File: src/rtl/afu_pkg.sv
// Shared constants for the address/fetch slice of the 8-bit teaching CPU.
//   FunSel encodings (shared by ARF registers and the IR),
//   OutSel encodings for both ARF read ports,
//   bit positions of the per-register enables in ARF_RSel.
package afu_pkg;

  // Register function select
  localparam logic [1:0] FS_DEC  = 2'b00;
  localparam logic [1:0] FS_INC  = 2'b01;
  localparam logic [1:0] FS_LOAD = 2'b10;
  localparam logic [1:0] FS_CLR  = 2'b11;

  // ARF output port select
  localparam logic [1:0] SEL_AR     = 2'b00;
  localparam logic [1:0] SEL_SP     = 2'b01;
  localparam logic [1:0] SEL_PCPAST = 2'b10;
  localparam logic [1:0] SEL_PC     = 2'b11;

  // Bit index of each register enable inside ARF_RSel
  localparam int RS_PCPAST = 0;
  localparam int RS_SP     = 1;
  localparam int RS_AR     = 2;
  localparam int RS_PC     = 3;

endpackage

File: src/rtl/addr_fetch_unit_nbit_reg.sv
// Generic W-bit function register used for every ARF entry.
// Ports:
//   clock    rising-edge clock
//   reset_n  synchronous active-low reset (clears q, overrides enable)
//   enable   apply funsel this edge; otherwise hold
//   funsel   00 dec, 01 inc, 10 load din, 11 clear (inc/dec wrap mod 2^W)
//   din      load data
//   q        register contents
module nbit_reg
  import afu_pkg::*;
#(
  parameter int W = 8
) (
  input  logic         clock,
  input  logic         reset_n,
  input  logic         enable,
  input  logic [1:0]   funsel,
  input  logic [W-1:0] din,
  output logic [W-1:0] q
);

  always_ff @(posedge clock) begin
    if (!reset_n) begin
      q <= '0;
    end else if (enable) begin
      case (funsel)
        FS_DEC:  q <= q - W'(1);
        FS_INC:  q <= q + W'(1);
        FS_LOAD: q <= din;
        FS_CLR:  q <= '0;
        default: q <= q;
      endcase
    end
  end

endmodule

File: src/rtl/addr_fetch_unit.sv
// Address/fetch datapath slice: address register file (PC, AR, SP, PCpast),
// 2**ADDR_W x DATA_W data memory addressed by ARF_OutB, and a 2*DATA_W-bit
// instruction register loaded one byte at a time from memory.
// Ports:
//   Clock, Reset_n           rising-edge clock, synchronous active-low reset
//   ARF_In                   ARF load data
//   ARF_OutASel/ARF_OutBSel  read port selects (00 AR, 01 SP, 10 PCpast, 11 PC)
//   ARF_FunSel, ARF_RSel     ARF function and per-register enables
//   Mem_Data, Mem_WR, Mem_CS memory write data, 1=write, active-low select
//   IR_Funsel, IR_Enable     IR function and update enable
//   IR_LH                    IR load half (0 = low byte, 1 = high byte)
//   ARF_OutA, ARF_OutB       combinational ARF reads (OutB is the address)
//   Mem_Out                  asynchronous memory read data (0 unless reading)
//   IR_Out                   IR contents
module addr_fetch_unit
  import afu_pkg::*;
#(
  parameter int ADDR_W = 8,
  parameter int DATA_W = 8
) (
  input  logic                Clock,
  input  logic                Reset_n,
  input  logic [DATA_W-1:0]   ARF_In,
  input  logic [1:0]          ARF_OutASel,
  input  logic [1:0]          ARF_OutBSel,
  input  logic [1:0]          ARF_FunSel,
  input  logic [3:0]          ARF_RSel,
  input  logic [DATA_W-1:0]   Mem_Data,
  input  logic                Mem_WR,
  input  logic                Mem_CS,
  input  logic [1:0]          IR_Funsel,
  input  logic                IR_Enable,
  input  logic                IR_LH,
  output logic [DATA_W-1:0]   ARF_OutA,
  output logic [DATA_W-1:0]   ARF_OutB,
  output logic [DATA_W-1:0]   Mem_Out,
  output logic [2*DATA_W-1:0] IR_Out
);

  localparam int IR_W  = 2 * DATA_W;
  localparam int DEPTH = 2 ** ADDR_W;

  logic [DATA_W-1:0] pc, ar, sp, pc_past;
  logic [ADDR_W-1:0] mem_addr;
  logic [DATA_W-1:0] mem [DEPTH];
  logic [DATA_W-1:0] ir_src;
  logic [IR_W-1:0]   ir;

  nbit_reg #(.W(DATA_W)) u_pc (
    .clock(Clock), .reset_n(Reset_n), .enable(ARF_RSel[RS_PC]),
    .funsel(ARF_FunSel), .din(ARF_In), .q(pc)
  );
  nbit_reg #(.W(DATA_W)) u_ar (
    .clock(Clock), .reset_n(Reset_n), .enable(ARF_RSel[RS_AR]),
    .funsel(ARF_FunSel), .din(ARF_In), .q(ar)
  );
  nbit_reg #(.W(DATA_W)) u_sp (
    .clock(Clock), .reset_n(Reset_n), .enable(ARF_RSel[RS_SP]),
    .funsel(ARF_FunSel), .din(ARF_In), .q(sp)
  );
  nbit_reg #(.W(DATA_W)) u_pc_past (
    .clock(Clock), .reset_n(Reset_n), .enable(ARF_RSel[RS_PCPAST]),
    .funsel(ARF_FunSel), .din(ARF_In), .q(pc_past)
  );

  always_comb begin
    ARF_OutA = ar;
    case (ARF_OutASel)
      SEL_AR:     ARF_OutA = ar;
      SEL_SP:     ARF_OutA = sp;
      SEL_PCPAST: ARF_OutA = pc_past;
      SEL_PC:     ARF_OutA = pc;
      default:    ARF_OutA = ar;
    endcase
  end

  always_comb begin
    ARF_OutB = ar;
    case (ARF_OutBSel)
      SEL_AR:     ARF_OutB = ar;
      SEL_SP:     ARF_OutB = sp;
      SEL_PCPAST: ARF_OutB = pc_past;
      SEL_PC:     ARF_OutB = pc;
      default:    ARF_OutB = ar;
    endcase
  end

  assign mem_addr = ARF_OutB[ADDR_W-1:0];

  // Write uses the pre-edge address; suppressed while reset is held.
  always_ff @(posedge Clock) begin
    if (Reset_n && !Mem_CS && Mem_WR) begin
      mem[mem_addr] <= Mem_Data;
    end
  end

  assign Mem_Out = (!Mem_CS && !Mem_WR) ? mem[mem_addr] : '0;

  // The IR sees the stored byte even during a same-edge write, so a
  // fetch-and-overwrite captures the old contents (read-before-write).
  assign ir_src = Mem_CS ? '0 : mem[mem_addr];

  always_ff @(posedge Clock) begin
    if (!Reset_n) begin
      ir <= '0;
    end else if (IR_Enable) begin
      case (IR_Funsel)
        FS_DEC:  ir <= ir - IR_W'(1);
        FS_INC:  ir <= ir + IR_W'(1);
        FS_LOAD: begin
          if (IR_LH) ir[IR_W-1:DATA_W] <= ir_src;
          else       ir[DATA_W-1:0]    <= ir_src;
        end
        FS_CLR:  ir <= '0;
        default: ir <= ir;
      endcase
    end
  end

  assign IR_Out = ir;

endmodule

File: config.mk
export PLATFORM = sky130hd
export DESIGN_NAME = addr_fetch_unit
export DESIGN_NICKNAME = d
export VERILOG_FILES = /design/src/rtl/afu_pkg.sv /design/src/rtl/addr_fetch_unit_nbit_reg.sv /design/src/rtl/addr_fetch_unit.sv
export SDC_FILE = /design/constraint.sdc
export NUM_CORES = 2
export LEC_CHECK = 0
export CORE_MARGIN = 2
export CORE_UTILIZATION = 30
export CTS_CLUSTER_DIAMETER = 30
export DETAILED_ROUTE_END_ITERATION = 12
export HOLD_SLACK_MARGIN = 0.08
export PLACE_DENSITY_LB_ADDON = 0.3
export SLEW_MARGIN = 20
export SYNTH_ARGS = -nofsm -noshare
export SYNTH_HDL_FRONTEND = slang
export SYNTH_SLANG_ARGS = --single-unit
File: constraint.sdc
create_clock -name Clock -period 5.9 [get_ports Clock]
set_input_delay 1.18 -clock Clock [delete_from_list [all_inputs] [get_ports Clock]]
set_output_delay 1.18 -clock Clock [all_outputs]
set_load 0.03 [all_outputs]
Yosys cells after proc, flatten, opt, wreduce, memory -nomap -nowiden
Memory sizes are Yosys's and may differ from the RTL's.
Cells that the tools add are included.
- add/subtract/negate cells: 10
- eq/ne operators: 14
- mux-type cells: 13
- reduce and logical (&&, ||, !) cells: 11
- operators with widths (operator ; number):
    case mux 8 bit (4 select lines) ; 6
    case mux 16 bit (4 select lines) ; 1
    adder 8 x 1 -> 8 bit (second input constant) ; 4
    two-way mux 8 bit ; 4
    subtractor 8 x 1 -> 8 bit (second input constant) ; 4
    adder 16 x 1 -> 16 bit (second input constant) ; 1
    == test 2 bit (second input constant) ; 8
    subtractor 16 x 1 -> 16 bit (second input constant) ; 1
    == test 2 x 1 -> 1 bit (second input constant) ; 4
    zero test 2 bit ; 4
    != test 2 bit (second input constant) ; 2
    AND reduction 2 bit ; 2
    logical AND 1 bit ; 3
    zero test 1 bit ; 2
    two-way mux 1 bit ; 2
- bits in registers: 48
- bits in writable memories: 2048
- bits of input ports: 34
- output and inout bits: 40
- logic and storage cells: 55
- memories kept: 1
- memories (memory ; depth ; width ; read ports ; clocked after Yosys merged registers in ; wr ports ; line ; RTL):
    mem ; 256 ; 8 ; 1 ; 0 ; 1 ; addr_fetch_unit.sv:45 ; logic [DATA_W-1:0] mem [DEPTH];

Logic depth before layout (Yosys ltp)
An unclocked memory read counts as a cell.
- depth after elaboration: 6
- depth in mapped cells: 17
- gate-level depth less buffers: 13

Hierarchy
From an unflattened synthesis, not the netlist that was laid out.
- cell total of the unflattened synthesis: 5549
- area total of the unflattened synthesis: 87077.3 um^2
- by module, submodules not included (module ; times used ; cells each ; area each (um^2) ; sequential area each (um^2)):
    addr_fetch_unit ; 1 ; 5149 ; 83954.3 ; 61819.3
    nbit_reg ; 4 ; 100 ; 780.7 ; 160.2

Worst setup path after synthesis
No wires, ideal clock.
- path type: in2out
- from: input port ARF_OutBSel[1]
- to: output port Mem_Out[3]
- arrival time: 4.290 ns
- data required time: 4.720 ns
- path slack: 0.430 ns
- stages: 11
- buffers on the path: 4
- path through: buf_6 > mux4_2 > clkbuf_1 > buf_2 > buf_1 > nand4_1 > nand3_1 > a221oi_1 > nor4_2 > nand3_1 > nor4_1
- cells in the longest elaborated chain, start to end: 4
- elaborated cells on any way between the ends: 7
- those cells by class: eq/ne: 3; mux: 2; reduce/logical: 1; memory: 1
- ends and longest elaborated chain (element ; line ; RTL):
    from (decl) ; addr_fetch_unit.sv:25 ; input logic [1:0] ARF_OutBSel,
    == test 2 bit (tied with other cells) ; addr_fetch_unit.sv:79 ; case (ARF_OutBSel)
    case mux 8 bit (4 select lines) * ; addr_fetch_unit.sv:79 ;
    net ARF_OutB[4] ; addr_fetch_unit.sv:35 ; output logic [DATA_W-1:0] ARF_OutB,
    memory (256 x 8 bit) * ; - ;
    two-way mux 8 bit * ; addr_fetch_unit.sv:97 ; assign Mem_Out = (!Mem_CS && !Mem_WR) ? mem[mem_addr] : '0;
    to (decl) ; addr_fetch_unit.sv:36 ; output logic [DATA_W-1:0] Mem_Out,
The timed path passes the listed nets; every way through them passes the cells marked *.

Worst setup path in the final report
- from: input port ARF_OutBSel[1]
- to: output port Mem_Out[0]
- cells in the longest elaborated chain, start to end: 4
- elaborated cells on any way between the ends: 7
- those cells by class: eq/ne: 3; mux: 2; reduce/logical: 1; memory: 1
- ends and longest elaborated chain (element ; line):
    == test 2 bit (tied with other cells) ; addr_fetch_unit.sv:79
    case mux 8 bit (4 select lines) * ; addr_fetch_unit.sv:79
    memory (256 x 8 bit) * ; -
    two-way mux 8 bit * ; addr_fetch_unit.sv:97
Every way passes the cells marked *; elsewhere a longest branch is shown, timed or not.

==> results.md <==
- The global-route wire length before repair is around 390000 um.
- The total routing resource utilization after global routing is between 15 and 20%.
- The area occupied by registers is between 0.06 and 0.07 mm^2.
- The die outline width is ~540 um.
- The number of library cell types mapped by synthesis is 79.
- The sum of overflow across all layers after global routing is 0.
- In this run the worst path has a maximum fanout of 8.
- The ratio of final minimum period to clock period is 102%.
- The commonest non-fill, non-tap cell in the layout is edfxtp_1.
- In this run the tool buffered the top-level ports with 73 buffer cells.
- A synthesized cell averages approximately 14 um^2.
- The flow ran to the end, but the final reports show violations.
- The count of maximum capacitance violations is 0.
- The worst setup path is captured at an output pin.
- The final cell count without fillers is 11.0k.
- The CTS H-tree depth is 5.
- Entering global routing, the biggest net connects 137 pins.
- The final-report setup violation count is 5.
- The number of sinks driven by the clock tree is around 2.1k.
- The ratio of cells with drive above 1 in the final layout is roughly 25%.
- The tightest slew margin relative to the limit is 27.4%.
- The die area is between 0.2 and 0.3 mm^2.
- Measured along the y axis, the die boundary spans around 540 um.
- The detailed router finished its first iteration with around 6k violations.
- In this run the cell area of the synthesized design comes to approximately 0.086 mm^2.
- The cell row count is ~200.
- Synthesis inferred ~2.1k register bits.
- Clock-pin slew was measured on the worst setup and hold paths at 0.04 ns.
- Yosys mapped a number of flops with a built-in enable equal to between 2k and 2.5k.
- The core region is around 0.29 mm^2.
- After filler insertion, the fill cell instance count of the layout stands at roughly 26k.
- The number of buffers on the longest clock path is 4.
- The count of nets left with antenna violations once routing finished came out at 0.
- The number of global-route vias before repair is around 56k.
- Summed over all nets, the half-perimeter wirelength after detailed placement is around 170000 um.
- The number of top-level pins is 74.
- Power spread over the standard cell area amounts to slightly above 400 mW/mm^2.
- The area growth from synthesis to layout is 32.6%.
- The post-detailed-route DRC marker count is 0.
- The number of pins exceeding their max-slew limit in the final report is 0.
- In the synthesized netlist the dominant register cell turns out to be edfxtp_1.
- The worst min-delay path category is flop to flop.
- The number of antenna violations at the first check in global routing is 8.
- After layout, the minimum clock period comes to roughly 6 ns.
- The final net count is between 6k and 7k.
- Static timing analysis puts the maximum clock frequency at approximately 170 MHz.
- After technology mapping, the gate count stands at approximately 6.0k.
- The total placed cells including tap cells is 10.1k.
- The routed via count is between 50k and 60k.
- In the routed layout, each cell is associated on average with a via count of between 5 and 6.
- The slew of the pin with the lowest slew margin is roughly 1.1 ns.
- The worst-skew pair later-pin latency is 0.98 ns.
- For this run, asynchronously set or reset flops after synthesis account for 0%.
- For this run, the detailed router's first-pass iteration total came to 6.
- The post-synthesis sequential area ratio is 72.5%.
- For the worst setup path, the data required time is between 4 and 5 ns.
- The final layout contains routed wiring with a total length of approximately 270000 um.
- The final reports fail on setup timing.
- Dividing the detail-routed wire length by the instance count gives 24.8 um.
- The number of CTS-inserted buffers is approximately 450.
- The worst supply voltage drop on vdd is around 0.26 mV.
- TritonCTS built the clock tree.
- The worst setup path is launched from an input port.
- The worst path setup slack after routing is -0.124 ns.
- Setup repair after global routing could not meet its margin everywhere.
- The multi-input combinational cells in the finished layout cover a total of approximately 0.022 mm^2.
- The type of the worst setup path is input port to output pin.
- The final count of hold timing violations is 0.
- Hold repair after CTS inserted 0 buffers.
- In this run the static leakage power is 39.4 nW.
- In this run the clock root is driven by a clkbuf_16.
- For this configuration, the core starts out at a cell density of between 30% and 40%.
- Once layout is complete, the utilization of the core stands at roughly 40%.
- Data on the critical path arrives at its endpoint at ~4.8 ns.
- The library cells used most frequently in the layout, excluding fill and tap cells, are edfxtp_1 (2048), nand2_1 (1175), buf_4 (627), clkbuf_16 (452), nor2_1 (317).
- Yosys printed 0 warnings.
- The post-synthesis net count is between 6k and 7k.
- The last weighted congestion value of the routability-driven placer is between 0.8 and 0.9.
- The worst setup skew after layout is 0.0871 ns.
[cell type report]
| cell class | count | area share (%) |
|---|---|---|
| Antenna cell | 2 | 0.00438 |
| Clock buffer | 513 | 10.1 |
| Clock inverter | 290 | 3.01 |
| Inverter | 20 | 0.110 |
| Multi-Input combinational cell | 3431 | 19.6 |
| Sequential cell | 2096 | 54.7 |
| Tap cell | 3762 | 4.12 |
| Timing Repair Buffer | 894 | 8.25 |
| Timing Repair inverter | 4 | 0.0624 |
[metal layers]
metal / track usage (%) / routed length [um]
met3: 3.42 / 21800
met2: 28.7 / 126000
met5: 0 / 31
met1: 25.2 / 116000
met4: 6.15 / 9040
[state kept, by name, indices dropped and copies added (netlist names)]
register,count
IR_Out,16
u_ar.q,8
u_pc.q,8
u_pc_past.q,8
mem,2048
u_sp.q,8
[cell usage after synthesis (18+ instances only)]
| cell | n | area share, % |
|---|---|---|
| mux2i_1 | 291 | 3.4 |
| buf_2 | 120 | 0.70 |
| buf_6 | 50 | 0.65 |
| a32o_1 | 18 | 0.21 |
| a22oi_1 | 45 | 0.39 |
| o22ai_1 | 20 | 0.15 |
| a31oi_1 | 124 | 0.90 |
| nor2_1 | 334 | 1.5 |
| clkbuf_1 | 159 | 0.69 |
| dfxtp_1 | 48 | 1.1 |
| edfxtp_1 | 2048 | 71 |
| mux4_2 | 68 | 1.8 |
| a21oi_1 | 94 | 0.55 |
| a32oi_1 | 44 | 0.45 |
| and3_1 | 148 | 1.1 |
| buf_1 | 23 | 0.10 |
| a211oi_1 | 159 | 1.4 |
| a311oi_1 | 178 | 1.8 |
| o21ai_0 | 59 | 0.34 |
| and2_1 | 41 | 0.30 |
| nor4_1 | 31 | 0.23 |
| xnor2_1 | 22 | 0.22 |
| o211ai_1 | 27 | 0.24 |
| nand2_1 | 1186 | 5.2 |
| nand4_1 | 36 | 0.26 |
| nand3_1 | 96 | 0.56 |
| nor2b_1 | 123 | 0.89 |
| buf_4 | 46 | 0.40 |
| ha_1 | 38 | 0.55 |
| nor3_1 | 50 | 0.29 |
[through the flow]
stage | setup TNS (ns) | total power [mW] | area (um^2) | setup slack (ns) | hold slack [ns]
6_report | -0.321 | 46.6 | 114000 | -0.124 | 0.542
5_1_grt | -0.506 | 47.8 | 114000 | -0.127 | 0.567
4_1_cts | -0.342 | 46.6 | 113000 | -0.141 | 0.546
3_5_place_dp | -8.25 | 21.3 | 95600 | -1.32 | 0.539
3_3_place_gp | -8.47 | 21.2 | 95600 | -1.37 | 0.529
2_1_floorplan | 0 | 19.0 | 86200 | 0.430 | 0.481
[timing repair]
item / in CTS / in global routing
buffers inserted: 116 / 19
gates cloned: 25 / 2
setup endpoints to repair: 8 / 8
pin swaps: 58 / 47
gates resized for setup: 245 / 108
[power breakdown]
part / total [mW] / leakage (nW) / internal, mW / switching, mW
Combinational: 5.29 / 13.4 / 2.17 / 3.12
Sequential: 16.5 / 18.8 / 16.4 / 0.0444
Clock: 24.8 / 7.22 / 16.9 / 7.92
Total: 46.6 / 39.4 / 35.5 / 11.1
[worst max-delay path: stages]
cell	delay, ns
buf_12	0.12
buf_8	0.13
buf_6	0.11
mux2i_4	0.17
mux2_8	0.40
buf_16	0.20
buf_16	0.16
a211oi_4	0.21
a31oi_2	0.08
o211ai_1	0.36
nand4_1	0.26
a22oi_2	0.22
buf_4	0.16
nand4_1	0.37
buf_4	0.30
nand3_4	0.11
nor2_4	0.05
buf_12	0.17
[path summary, 6_finish.rpt]
check / slack, ns / to / start / cells after the start
min: 0.54 / u_pc.q[2]$_SDFFE_PN0P_ / u_pc.q[2]$_SDFFE_PN0P_ / 2
max: -0.12 / Mem_Out[0] / ARF_OutBSel[1] / 18
max reg2reg: 1.64 / IR_Out[11]$_SDFFE_PN0P_ / u_ar.q[0]$_SDFFE_PN0P_ / 18
min reg2reg: 0.54 / u_pc.q[2]$_SDFFE_PN0P_ / u_pc.q[2]$_SDFFE_PN0P_ / 2
[logic make-up after synthesis]
group                      after synthesis  share of synthesized area [%]
muxes                                  368                           5.28
DFF                                   2096                           72.5
and+or+nand+nor                       2096                           10.6
adders and majority gates               43                          0.668
AOI/OAI and AO/OA                      889                           7.65
xor gates and xnor gates                35                          0.356
buffers and inverters                  432                           2.90
No activity file was read; power rests on OpenSTA's default activity.
